==> src/rtl/control_sequencer_pkg.sv <==
// Shared definitions for the control sequencer: FSM state encoding, RISC-V
// opcode constants, datapath ALU opcodes, ALU status flag bit positions and
// the funct3-to-ALU-operation mapping used by the decoder.
package ctrl_pkg;

  typedef enum logic [2:0] {
    S_FETCH     = 3'd0,
    S_DECODE    = 3'd1,
    S_EXECUTE   = 3'd2,
    S_MEMORY    = 3'd3,
    S_WRITEBACK = 3'd4,
    S_HALT      = 3'd5
  } state_e;

  localparam logic [6:0] OP_R      = 7'b0110011;
  localparam logic [6:0] OP_I      = 7'b0010011;
  localparam logic [6:0] OP_LOAD   = 7'b0000011;
  localparam logic [6:0] OP_STORE  = 7'b0100011;
  localparam logic [6:0] OP_BRANCH = 7'b1100011;
  localparam logic [6:0] OP_SYS    = 7'b1110011;

  localparam logic [4:0] ALU_ADD  = 5'd0;
  localparam logic [4:0] ALU_SUB  = 5'd1;
  localparam logic [4:0] ALU_AND  = 5'd2;
  localparam logic [4:0] ALU_OR   = 5'd3;
  localparam logic [4:0] ALU_XOR  = 5'd4;
  localparam logic [4:0] ALU_SLL  = 5'd5;
  localparam logic [4:0] ALU_SRL  = 5'd6;
  localparam logic [4:0] ALU_SRA  = 5'd7;
  localparam logic [4:0] ALU_SLT  = 5'd8;
  localparam logic [4:0] ALU_SLTU = 5'd9;

  localparam int FLAG_Z = 0;
  localparam int FLAG_N = 1;
  localparam int FLAG_C = 2;
  localparam int FLAG_V = 3;

  // Opcodes that run through EXECUTE; anything else is HALT or a NOP-illegal.
  function automatic logic is_exec_op(input logic [6:0] op);
    return (op == OP_R) || (op == OP_I) || (op == OP_LOAD) ||
           (op == OP_STORE) || (op == OP_BRANCH);
  endfunction

  // Arithmetic/logic funct3 map shared by R and I-ALU; alt picks SUB/SRA.
  function automatic logic [4:0] alu_from_f3(input logic [2:0] f3, input logic alt);
    case (f3)
      3'b000:  return alt ? ALU_SUB : ALU_ADD;
      3'b001:  return ALU_SLL;
      3'b010:  return ALU_SLT;
      3'b011:  return ALU_SLTU;
      3'b100:  return ALU_XOR;
      3'b101:  return alt ? ALU_SRA : ALU_SRL;
      3'b110:  return ALU_OR;
      default: return ALU_AND;
    endcase
  endfunction

endpackage

==> src/rtl/control_sequencer_alu_op_decoder.sv <==
// Combinational decode of opcode/funct3/funct7[5] into the datapath ALU
// opcode and the ALU B-operand select.
module alu_op_decoder
  import ctrl_pkg::*;
#(
  parameter int ALU_OP_W = 5
) (
  input  logic [6:0]          opcode_i,
  input  logic [2:0]          funct3_i,
  input  logic                funct7_5_i,
  output logic [ALU_OP_W-1:0] alu_op_o,
  output logic                alu_src_o
);

  // Immediate forms only honour funct7[5] on the right shift (SRAI vs SRLI).
  always_comb begin
    alu_op_o  = ALU_OP_W'(ALU_ADD);
    alu_src_o = 1'b0;
    case (opcode_i)
      OP_R: alu_op_o = ALU_OP_W'(alu_from_f3(funct3_i, funct7_5_i));
      OP_I: begin
        alu_op_o  = ALU_OP_W'(alu_from_f3(funct3_i, funct7_5_i && (funct3_i == 3'b101)));
        alu_src_o = 1'b1;
      end
      OP_LOAD, OP_STORE: alu_src_o = 1'b1;
      OP_BRANCH: alu_op_o = ALU_OP_W'(ALU_SUB);
      default: ;
    endcase
  end

endmodule

==> src/rtl/control_sequencer.sv <==
// Multi-cycle control FSM driving the single-cycle datapath control inputs.
// FETCH -> DECODE -> EXECUTE -> [MEMORY] -> [WRITEBACK] -> FETCH, with HALT
// left only through reset. Outputs come from the state and latched ir, except
// the branch PCSrc (live Z flag) and the illegal-opcode NOP retire in DECODE,
// which must look at inst because ir is only being loaded in that cycle.
// Optional build macro CTRL_PERF_COUNTER_EN adds a retired-instruction counter.
module control_sequencer
  import ctrl_pkg::*;
#(
  parameter int ALU_OP_W = 5,
  parameter int STATUS_W = 4
) (
  input  logic                clk,
  input  logic                reset,
  input  logic [31:0]         inst,
  input  logic [STATUS_W-1:0] status,
  output logic                RegWrite,
  output logic                PCSrc,
  output logic                ALUSrc,
  output logic [ALU_OP_W-1:0] ALU_operation,
  output logic                write,
  output logic                MemtoReg,
  output logic                pc_en,
  output logic                halted,
  output logic                illegal,
  output logic [31:0]         instr_retired
);

  state_e      state_q, state_d;
  logic [31:0] ir_q, ir_d;
  logic        illegal_q, illegal_d;

  logic [6:0] ir_op;
  logic [2:0] ir_f3;
  logic [6:0] in_op;
  logic       in_halt;
  logic       in_exec;

  assign ir_op   = ir_q[6:0];
  assign ir_f3   = ir_q[14:12];
  assign in_op   = inst[6:0];
  assign in_halt = (inst == 32'd0) || (in_op == OP_SYS);
  assign in_exec = is_exec_op(in_op);

  // State, instruction register and sticky illegal flag; reset wins everywhere.
  always_ff @(posedge clk) begin
    if (!reset) begin
      state_q   <= S_FETCH;
      ir_q      <= '0;
      illegal_q <= 1'b0;
    end else begin
      state_q   <= state_d;
      ir_q      <= ir_d;
      illegal_q <= illegal_d;
    end
  end

  // Next-state sequencing; ir captures inst only in DECODE.
  always_comb begin
    state_d   = state_q;
    ir_d      = ir_q;
    illegal_d = illegal_q;
    case (state_q)
      S_FETCH:  state_d = S_DECODE;
      S_DECODE: begin
        ir_d = inst;
        if (in_halt)      state_d = S_HALT;
        else if (in_exec) state_d = S_EXECUTE;
        else begin
          illegal_d = 1'b1;
          state_d   = S_FETCH;
        end
      end
      S_EXECUTE: begin
        case (ir_op)
          OP_LOAD, OP_STORE: state_d = S_MEMORY;
          OP_BRANCH:         state_d = S_FETCH;
          default:           state_d = S_WRITEBACK;
        endcase
      end
      S_MEMORY:    state_d = (ir_op == OP_STORE) ? S_FETCH : S_WRITEBACK;
      S_WRITEBACK: state_d = S_FETCH;
      S_HALT:      state_d = S_HALT;
      default:     state_d = S_FETCH;
    endcase
  end

  // Control outputs; each instruction raises pc_en in exactly its final cycle.
  always_comb begin
    RegWrite = (state_q == S_WRITEBACK);
    write    = (state_q == S_MEMORY) && (ir_op == OP_STORE);
    MemtoReg = !((state_q == S_WRITEBACK) && (ir_op == OP_LOAD));
    halted   = (state_q == S_HALT);
    pc_en    = (state_q == S_WRITEBACK) ||
               ((state_q == S_MEMORY)  && (ir_op == OP_STORE)) ||
               ((state_q == S_EXECUTE) && (ir_op == OP_BRANCH)) ||
               ((state_q == S_DECODE)  && !in_halt && !in_exec);
    PCSrc    = 1'b0;
    if ((state_q == S_EXECUTE) && (ir_op == OP_BRANCH)) begin
      case (ir_f3)
        3'b000:  PCSrc =  status[FLAG_Z];
        3'b001:  PCSrc = ~status[FLAG_Z];
        default: PCSrc = 1'b0;
      endcase
    end
  end

  assign illegal = illegal_q;

  alu_op_decoder #(.ALU_OP_W(ALU_OP_W)) u_dec (
    .opcode_i   (ir_op),
    .funct3_i   (ir_f3),
    .funct7_5_i (ir_q[30]),
    .alu_op_o   (ALU_operation),
    .alu_src_o  (ALUSrc)
  );

`ifdef CTRL_PERF_COUNTER_EN
  logic [31:0] cnt_q;

  // Retired-instruction count, wraps naturally at 2^32.
  always_ff @(posedge clk) begin
    if (!reset)     cnt_q <= '0;
    else if (pc_en) cnt_q <= cnt_q + 32'd1;
  end

  assign instr_retired = cnt_q;
`else
  assign instr_retired = '0;
`endif

  // Flags other than Z and ir fields beyond opcode/funct3/funct7[5] are not used.
  logic unused_bits;
  assign unused_bits = ^{status, ir_q[31], ir_q[29:15], ir_q[11:7]};

endmodule

==> config.mk <==
export PLATFORM = sky130hd
export DESIGN_NAME = control_sequencer
export DESIGN_NICKNAME = d
export VERILOG_FILES = /design/src/rtl/control_sequencer_pkg.sv /design/src/rtl/control_sequencer_alu_op_decoder.sv /design/src/rtl/control_sequencer.sv
export SDC_FILE = /design/constraint.sdc
export NUM_CORES = 1
export LEC_CHECK = 0
export ABC_CLOCK_PERIOD_IN_PS = 3800
export BUFFER_PORTS_ARGS = -buffer_cell sky130_fd_sc_hd__buf_2
export CORE_ASPECT_RATIO = 1.25
export CORE_MARGIN = 2
export CORE_UTILIZATION = 44
export DETAILED_ROUTE_END_ITERATION = 8
export PLACE_DENSITY = 0.85
export SYNTH_ARGS = -nofsm -noshare
export SYNTH_HDL_FRONTEND = slang
export SYNTH_SLANG_ARGS = --single-unit
==> constraint.sdc <==
create_clock -name clk -period 3.8 [get_ports clk]
set_clock_uncertainty 0.1 [all_clocks]
set_input_delay 0.76 -clock clk [delete_from_list [all_inputs] [get_ports clk]]
set_output_delay 0.76 -clock clk [all_outputs]
set_load 0.05 [all_outputs]
==> flow_metrics.env <==
export IMPL_status="complete, no violations"
export IMPL_synthFlopType="dfxtp_1"
export IMPL_clock_latency_ns=0.29
export IMPL_cts_buffer_depth=2
export IMPL_layout_commonest_cell="buf_2"
export IMPL_clkPwrFrac_pct=23.2
export IMPL_combPwrFrac_pct=33.3
export IMPL_worstPathMaxFanout=4
export IMPL_worstPathArrival_ns=2.10
export IMPL_setup_viol=0
export IMPL_area_growth_pct=11.6
export IMPL_ys_async_sr_fraction_pct=0
export IMPL_worstSetupStartpointType="primary input"
export IMPL_r2r_cells=4
export IMPL_route_met2_wl_um=1180
export IMPL_synth_edff_count=0
export IMPL_wl_um=2450
export IMPL_fin_tns_setup_ns=0
export IMPL_worst_pin_slew_ns=0.684
export IMPL_worst_ir_drop_vdd_mv=0.258
export IMPL_switching_share_pct=42.7
export IMPL_final_cells=230
export IMPL_clk_pin_slew_worst_paths_ns=0.10
export IMPL_path_class="in -> out"
export IMPL_slew_headroom_pct=54.3
export IMPL_synth_xor_area_share_pct=0.753
export IMPL_synthTopCellsByArea="dfxtp_1 26%, buf_4 22%, nand2_1 9.0%"
export IMPL_p_leak_nw=0.593
export IMPL_dieArea_mm2=0.00307
export IMPL_htree_levels=1
export IMPL_dp_cells=226
export IMPL_cp_endpoint="pc_en"
export IMPL_layout_common_cells="46 x buf_2, 33 x conb_1, 28 x nand2_1"
export IMPL_synth_top_area_cell="dfxtp_1"
export IMPL_ys_warn_count=0
export IMPL_coreArea_mm2=0.00248
export IMPL_p_int_w=0.000234
export IMPL_io_pins=83
export IMPL_crit_slowest_cell="nor4_1"
export IMPL_worst_path_stages=6
export IMPL_critPathMaxStageDelay_ns=0.37
export IMPL_wl_per_cell_um=10.7
export IMPL_cpLargestDelayFamily="simple AND/OR/NAND/NOR gates"
export IMPL_antenna_found_initial=0
export IMPL_r2r_start="state_q[0]"
export IMPL_hpwl_um=1960
export IMPL_synth_compound_area_share_pct=17.2
export IMPL_worstPathCellList="buf_2 > nor4_1 > nand4_1 > nor2_1 > o311ai_1 > buf_2"
export IMPL_synth_area_mm2=0.00116
export IMPL_synthAdderAreaFrac_pct=0
export IMPL_pwr_share_seq_pct=43.5
export IMPL_synth_cell_types=39
export IMPL_start_util_pct=46.9
export IMPL_synth_simple_area_share_pct=30.5
export IMPL_cts_resized=0
export IMPL_holdWs_ns=0.362
export IMPL_gr_usage_all_layers_pct=15.9
export IMPL_post_cts_setup_buffer_count=0
export IMPL_std_cell_rows=20
export IMPL_min_period_over_period_pct=78.0
export IMPL_ys_seq_area_share_pct=25.8
export IMPL_switchingPower_w=0.000174
export IMPL_slew_violations=0
export IMPL_cp_required_ns=2.94
export IMPL_reg2reg_to="ir_q[12]"
export IMPL_grt_pass1_wl_um=3700
export IMPL_drt_pass1_iterations=4
export IMPL_hp_class="reg -> reg"
export IMPL_pre_cts_slack_ns=0.839
export IMPL_grt_max_degree=15
export IMPL_wl_met3_um=232
export IMPL_drt_drc_violations_left=0
export IMPL_routabilityCongestion=0.811
export IMPL_p_per_area_mw_per_mm2=315
export IMPL_syn_instance_count=155
export IMPL_fmax_ghz=0.338
export IMPL_worstSetupEndpointType="output port"
export IMPL_synth_top_area_share_pct=25.8
export IMPL_rsz0062_at_grt="false"
export IMPL_n_antenna_cell=0
export IMPL_syn_avg_cell_area_um2=7.50
export IMPL_layout_drive_gt1_share_pct=28.4
export IMPL_ys_seq_elements=15
export IMPL_path_common_cell="buf_2"
export IMPL_layout_min_cycle_time_ns=2.96
export IMPL_ant_nets=0
export IMPL_grt_pass1_vias=874
export IMPL_timing_critical_path_from="inst[5]"
export IMPL_finalCoreUtilization_pct=52.4
export IMPL_portBuffers=46
export IMPL_dr_max_layer_used="met4"
export IMPL_crit_buf_inv=2
export IMPL_postCtsHoldBufs=0
export IMPL_cts_buffers=3
export IMPL_drv_cap=0
export IMPL_die_y_um=61.5
export IMPL_hold_viol=0
export IMPL_grt_overflow=0
export IMPL_synth_top_family_by_area="simple AND/OR/NAND/NOR gates"
export IMPL_num_vias=1127
export IMPL_fin_ws_ns=0.838
export IMPL_cts_num_sinks=15
export IMPL_die_w_um=50.0
export IMPL_nNetsFinal=236
export IMPL_cts_tree="yes"
export IMPL_via_per_inst=4.90
export IMPL_drt_met1_wl_um=978
export IMPL_drtIter0Drc=23
export IMPL_root_buffer="clkbuf_4"
export IMPL_synth_mux_area_share_pct=0
export IMPL_rrSetupSlack_ns=1.96
-- sequential cells by signal, summed over array words and instances (netlist names) --
signal   flops
ir_q        11
illegal      1
state_q      3
-- worst min path at each step --
stage	start	to	depth (start not counted)
6_report	ir_q[30]	ir_q[30]	2
3_3_place_gp	illegal	illegal	2
5_1_grt	ir_q[30]	ir_q[30]	2
4_1_cts	illegal	illegal	2
2_1_floorplan	ir_q[3]	ir_q[3]	2
3_5_place_dp	illegal	illegal	2
-- per-layer routing --
| layer | track usage (%) | vias to the layer above |
|---|---|---|
| li1 | - | 562 |
| met2 | 28.6 | 69 |
| met5 | 0 | - |
| met1 | 18.1 | 489 |
| met3 | 2.91 | 7 |
| met4 | 8.33 | 0 |
-- cell usage after synthesis (2+ instances only) --
cell and number:
buf_4 34, nand2_1 28, dfxtp_1 15, a21oi_1 12
nor4_1 10, buf_2 5, nor2_1 5, nand2b_1 4
o21ai_0 4, inv_1 3, nor3_1 3, or3_1 3
nand4_1 2, nor2b_1 2
-- logic make-up after synthesis --
logic type	Yosys count
DFF	15
buffers and inverters	43
and+or+nand+nor	66
AOI/OAI and AO/OA	29
other	1
xor gates and xnor gates	1
-- tightest hold or removal path, stage by stage (launching register included) --
cell and delay [ns]:
dfxtp_1 0.32, nand2_1 0.05, a21oi_1 0.05
-- power by group through the flow --
stage | clock [W] | combinational, W | sequential [W]
detailed placement | 0 | 0.000136 | 0.000182
CTS | 0.0000968 | 0.000136 | 0.000178
finish | 0.0000947 | 0.000136 | 0.000178
floorplan | 0 | 0.000138 | 0.000179
global placement | 0 | 0.000134 | 0.000181
global route | 0.000105 | 0.000145 | 0.000180
-- final cells by class --
| class | instances | area, um2 |
|---|---|---|
| clock inverter | 1 | 5.00 |
| inverter | 3 | 11.3 |
| multi-input combinational | 129 | 687 |
| timing repair buffer | 46 | 230 |
| fill | 251 | 1180 |
| sequential | 15 | 300 |
| clock buffer | 3 | 22.5 |
| tap | 33 | 41.3 |
-- stage by stage --
step	area [um2]	total power (W)
after floorplan	1280	0.000317
after global placement	1270	0.000316
after detailed placement	1270	0.000317
after CTS	1300	0.000410
after global routing	1300	0.000430
final	1300	0.000409
Note: power is estimated with default switching activity, not from simulation.
